## src/rtl/if_stage_if.sv

```systemverilog
// IF-stage bundle: hazard/branch controls and imem word in, fetch address,
// IF/ID pipeline register and performance counters out.
interface if_stage_if #(
  parameter int CNT_W = 32
);
  logic             freeze;
  logic             branch_taken;
  logic [31:0]      branch_addr;
  logic [31:0]      instruction_in;
  logic [31:0]      PC_out;
  logic [31:0]      IF_ID_PC;
  logic [31:0]      IF_ID_instruction;
  logic             IF_ID_valid;
  logic [CNT_W-1:0] fetch_count;
  logic [CNT_W-1:0] stall_count;

  modport master (
    output freeze, branch_taken, branch_addr, instruction_in,
    input  PC_out, IF_ID_PC, IF_ID_instruction, IF_ID_valid,
           fetch_count, stall_count
  );

  modport slave (
    input  freeze, branch_taken, branch_addr, instruction_in,
    output PC_out, IF_ID_PC, IF_ID_instruction, IF_ID_valid,
           fetch_count, stall_count
  );
endinterface

```

## src/rtl/if_stage.sv

```systemverilog
// Instruction fetch: PC register, branch redirect, IF/ID register with
// freeze/flush, and saturating fetch/stall counters.
module if_stage #(
  parameter logic [31:0] RESET_PC = 32'd0,
  parameter int          CNT_W    = 32
) (
  input  logic       clk,
  input  logic       rst,
  if_stage_if.slave  bus
);
  logic [31:0]      pc;
  logic [31:0]      pc_plus4;
  logic [31:0]      ifid_pc;
  logic [31:0]      ifid_instr;
  logic             ifid_vld;
  logic [CNT_W-1:0] fetch_cnt;
  logic [CNT_W-1:0] stall_cnt;
  logic             advance;
  logic             stall;

  assign pc_plus4 = pc + 32'd4;
  assign advance  = !bus.branch_taken && !bus.freeze;
  // Branch beats freeze, so a cycle that redirects never counts as a stall.
  assign stall    = !bus.branch_taken && bus.freeze;

  always_ff @(posedge clk) begin
    if (rst) begin
      pc         <= RESET_PC;
      ifid_pc    <= '0;
      ifid_instr <= '0;
      ifid_vld   <= 1'b0;
      fetch_cnt  <= '0;
      stall_cnt  <= '0;
    end else if (bus.branch_taken) begin
      pc         <= {bus.branch_addr[31:2], 2'b00};
      ifid_pc    <= '0;
      ifid_instr <= '0;
      ifid_vld   <= 1'b0;
    end else if (advance) begin
      pc         <= pc_plus4;
      ifid_pc    <= pc_plus4;
      ifid_instr <= bus.instruction_in;
      ifid_vld   <= 1'b1;
      if (fetch_cnt != '1) fetch_cnt <= fetch_cnt + 1'b1;
    end else if (stall) begin
      if (stall_cnt != '1) stall_cnt <= stall_cnt + 1'b1;
    end
  end

  assign bus.PC_out            = pc;
  assign bus.IF_ID_PC          = ifid_pc;
  assign bus.IF_ID_instruction = ifid_instr;
  assign bus.IF_ID_valid       = ifid_vld;
  assign bus.fetch_count       = fetch_cnt;
  assign bus.stall_count       = stall_cnt;
endmodule
```

## src/flat_wrapper.sv

```systemverilog
// flat-port wrapper written by rule: the top's interface ports become plain ports
module if_stage_flat 
#(
  parameter logic [31:0] RESET_PC = 32'd0,
  parameter int          CNT_W    = 32
)
  (clk, rst, bus_freeze, bus_branch_taken, bus_branch_addr, bus_instruction_in, bus_PC_out, bus_IF_ID_PC, bus_IF_ID_instruction, bus_IF_ID_valid, bus_fetch_count, bus_stall_count);
  if_stage_if #(.CNT_W(CNT_W)) bus_i ();
  input  logic clk;
  input  logic rst;
  input wire logic [$bits(bus_i.freeze)-1:0] bus_freeze;
  input wire logic [$bits(bus_i.branch_taken)-1:0] bus_branch_taken;
  input wire logic [$bits(bus_i.branch_addr)-1:0] bus_branch_addr;
  input wire logic [$bits(bus_i.instruction_in)-1:0] bus_instruction_in;
  output wire logic [$bits(bus_i.PC_out)-1:0] bus_PC_out;
  output wire logic [$bits(bus_i.IF_ID_PC)-1:0] bus_IF_ID_PC;
  output wire logic [$bits(bus_i.IF_ID_instruction)-1:0] bus_IF_ID_instruction;
  output wire logic [$bits(bus_i.IF_ID_valid)-1:0] bus_IF_ID_valid;
  output wire logic [$bits(bus_i.fetch_count)-1:0] bus_fetch_count;
  output wire logic [$bits(bus_i.stall_count)-1:0] bus_stall_count;
  assign bus_i.freeze = bus_freeze;
  assign bus_i.branch_taken = bus_branch_taken;
  assign bus_i.branch_addr = bus_branch_addr;
  assign bus_i.instruction_in = bus_instruction_in;
  assign bus_PC_out = bus_i.PC_out;
  assign bus_IF_ID_PC = bus_i.IF_ID_PC;
  assign bus_IF_ID_instruction = bus_i.IF_ID_instruction;
  assign bus_IF_ID_valid = bus_i.IF_ID_valid;
  assign bus_fetch_count = bus_i.fetch_count;
  assign bus_stall_count = bus_i.stall_count;
  if_stage #(.RESET_PC(RESET_PC), .CNT_W(CNT_W)) u_core (.clk(clk), .rst(rst), .bus(bus_i));
endmodule
```

## config.mk

```make
export PLATFORM = sky130hd
export DESIGN_NAME = if_stage_flat
export DESIGN_NICKNAME = d
export VERILOG_FILES = /design/src/rtl/if_stage_if.sv /design/src/rtl/if_stage.sv /design/src/flat_wrapper.sv
export SDC_FILE = /design/constraint.sdc
export NUM_CORES = 1
export LEC_CHECK = 0
export CORE_MARGIN = 1
export CORE_UTILIZATION = 47
export CTS_CLUSTER_SIZE = 25
export DETAILED_ROUTE_END_ITERATION = 12
export PLACE_DENSITY = 0.89
export SLEW_MARGIN = 30
export SYNTH_ARGS = -nofsm -noshare
export SYNTH_HDL_FRONTEND = slang
export SYNTH_SLANG_ARGS = --single-unit
```

## constraint.sdc

```tcl
create_clock -name clk -period 2.6 [get_ports clk]
set_input_delay 0.52 -clock clk [delete_from_list [all_inputs] [get_ports clk]]
set_output_delay 0.52 -clock clk [all_outputs]
set_load 0.005 [all_outputs]
```

==> results.tsv <==
metric	value	unit
status	finished clean	
max cap viols	0	
reg2reg setup slack	0.21	ns
Initial Util	0.485	
fillers	1217	
sequential share of power	0.470	
cell row count	45	
Critical Path RT	2.95	ns
Top Ports	229	
largest net degree at the start of global routing	103	
routed wire length per instance	16.5	um
worst hold stages	2	
CTS tree	done	
total track usage	0.267	
Min-Delay Path Class	reg2reg	
Setup WS pre-CTS	-0.00290	ns
register area	3140	um2
#FFs+latches synth	157	
Synth top area share	0.423	
Clock Tree Buf Depth	2	
Skew-Pair Late Insertion Delay	0.42	ns
DPL Wire Length	15200	um
hold worst-path end	u_core.bus.IF_ID_valid	
routability cong.	0.933	
number of synthesis warnings	0	
cell area power density	515	nW/um2
crit path time final	2.39	ns
Detail Route Antenna Nets	0	
RSZ-0062 raised after global routing	false	
first-pass GRT wire length	34700	um
post-synthesis sequential area ratio	0.423	
layout cell share with drive strength beyond 1	0.0830	
synth top area cells	dfxtp_1 (42%), nor2_1 (5.4%), mux2i_1 (5.1%), a21oi_1 (4.8%), xor2_1 (3.9%)	
area delta synth->final	41.9	%
Post-Syn Area	7430	um2
Rel. slew slack	0.557	
Final Slew Violations	0	
Post-DP Area	9990	um2
via count	7519	
most common cell after layout, fill and taps aside	clkdlybuf4s50_1	
crit path launch	u_core.bus.stall_count[12]	
sw power	0.00131	W
Clock Sinks	157	
CP Launch Type	register	
Core Region	15300	um2
initial antenna violation count	1	
Clk pin slew, worst setup/hold paths	0.06	ns
Int Power	0.00412	W
Iter 0 DRT Violations	617	
design area	10500	um2
ys flop type	dfxtp_1	
Post-synth EDFFs	0	
GRT Residual Overflow	0	
Clk network pwr share	0.427	
RR Startpoint	u_core.bus.stall_count[12]	
Layout Nets	1167	
residual DRC count	0	
distinct cell type count after synthesis	48	
footprint of the multi-input gates	4000	um2
total power	0.00542	W
# placed instances	1288	
drt pass-1 iters	5	
chip width	128	um
Leakage Power	3.57	nW
Via density	5.70	
non-filler instance count after layout	1319	
vias in the first global route	6991	
sw frac	0.241	
Reg2Reg Depth	5	
Worst-Margin Slew	0.660	ns
final wirelength	21700	um
H-tree levels	4	
RR Endpoint	u_core.bus.stall_count[30]	
CP max FO	5	
post-route setup slack	0.208	ns
VDD IR max	0.479	mV
Mapped Avg Cell Area	8.45	um2
Die Y	128	um
CP Data Arrival Time	2.74	ns
critical path endpoint category	register	
most frequent cells in the layout	clkdlybuf4s50_1 (220), dfxtp_1 (156), nor2_1 (106)	
clk_skew	0.00786	ns
I/O Buffers	222	
post-synth top area cell	dfxtp_1	
Post-CTS Setup Inserts	0	
Num CTS Buffers	17	
Crit Path Category	reg2reg	
Post-synth ARST share	0	
hold_sp	u_core.bus.IF_ID_valid	
Setup violations, final	0	
n_diodes	0	
full die area	16300	um2
root buffer cell	clkbuf_16	
Logic pwr share	0.103	
f_max	418	MHz
Final Util	0.688	
final worst path period share	0.920	
Hold Fails Final Rpt	0	
Synth Instances	879	
-- registers in the layout, summed over array words and instances, names as in the netlist --
| register | cells |
|---|---|
| u_core.bus.fetch_count | 32 |
| u_core.bus.PC_out | 30 |
| u_core.bus.IF_ID_valid | 1 |
| u_core.bus.stall_count | 32 |
| u_core.bus.IF_ID_instruction | 32 |
| u_core.bus.IF_ID_PC | 30 |
-- worst max path at each step --
stage	endpoint	slack, ns	depth (start not counted)
floorplan	u_core.bus.stall_count[30]	0.36	6
global placement	u_core.bus.stall_count[25]	0.01	7
detailed placement	u_core.bus.stall_count[25]	-0.003	7
CTS	u_core.bus.fetch_count[6]	0.06	6
global route	u_core.bus.PC_out[26]	0.07	6
finish	u_core.bus.stall_count[30]	0.21	5
-- critical path: stages (launching register included) --
cell	delay, ns
dfxtp_1	0.44
nand4_2	0.17
or3_4	0.43
or4_1	0.63
or4_1	0.51
a21oi_1	0.15
-- Yosys cell counts (all sizes together), types with 2 or more instances --
library cell  number
nor2b              7
nand2             36
nand2b             2
o211ai             2
nand3b             2
buf               18
ha                 3
mux2               6
and2               3
inv               16
a21oi             71
and3               5
mux2i             38
nand3             37
xnor2             32
xor2              33
nor3              18
nor4b              2
nand4             38
and4              12
or2                6
o21ai             49
nor4              15
nor2             107
or3               35
or4               20
dfxtp            157
clkbuf            46
a311oi             3
a211oi            32
o31ai             18
-- stage by stage --
stage | hold slack [ns] | TNS, ns
after floorplan | 0.442 | 0
after global placement | 0.434 | 0
after detailed placement | 0.446 | -0.00516
after CTS | 0.455 | 0
after global routing | 0.490 | 0
final | 0.453 | 0
-- what timing repair did --
item | 4_1_cts | 5_1_grt
setup endpoints to repair | 0 | 1
hold buffers | 0 | 0
resized for setup | 0 | 1
-- metal layers --
| layer | share of wire | wire length (um) | global-route usage | up-vias |
|---|---|---|---|---|
| met4 | 0.030 | 649 | 0.127 | 2 |
| met5 | 0.00055 | 12 | 0 | - |
| met3 | 0.072 | 1550 | 0.0576 | 56 |
| met1 | 0.42 | 9160 | 0.335 | 3528 |
| li1 | - | - | - | 3627 |
| met2 | 0.48 | 10300 | 0.438 | 306 |
-- power by group through the flow --
stage / combinational, W / sequential [W] / clock [W]
final: 0.000557 / 0.00255 / 0.00232
after global routing: 0.000598 / 0.00256 / 0.00244
after CTS: 0.000556 / 0.00255 / 0.00235
after detailed placement: 0.000550 / 0.00260 / 0
after global placement: 0.000538 / 0.00260 / 0
after floorplan: 0.000241 / 0.00259 / 0
-- cell families after synthesis --
family / after synthesis / share of synthesized area
buffers and inverters: 80 / 0.0428
multiplexers: 44 / 0.0603
AND/OR/NAND/NOR: 348 / 0.248
XOR/XNOR: 65 / 0.0766
AO/OA/AOI/OAI: 181 / 0.144
other: 1 / 0.000505
adder cells (fa/ha/maj): 3 / 0.00505
flip-flops: 157 / 0.423
-- cell type report --
class,instances,area share
Clock buffer,20,0.0424
Tap cell,211,0.0251
Timing Repair Buffer,259,0.240
Inverter,16,0.00570
Multi-Input combinational cell,645,0.379
Clock inverter,11,0.00902
Sequential cell,157,0.298
No activity file was read; power rests on OpenSTA's default activity.
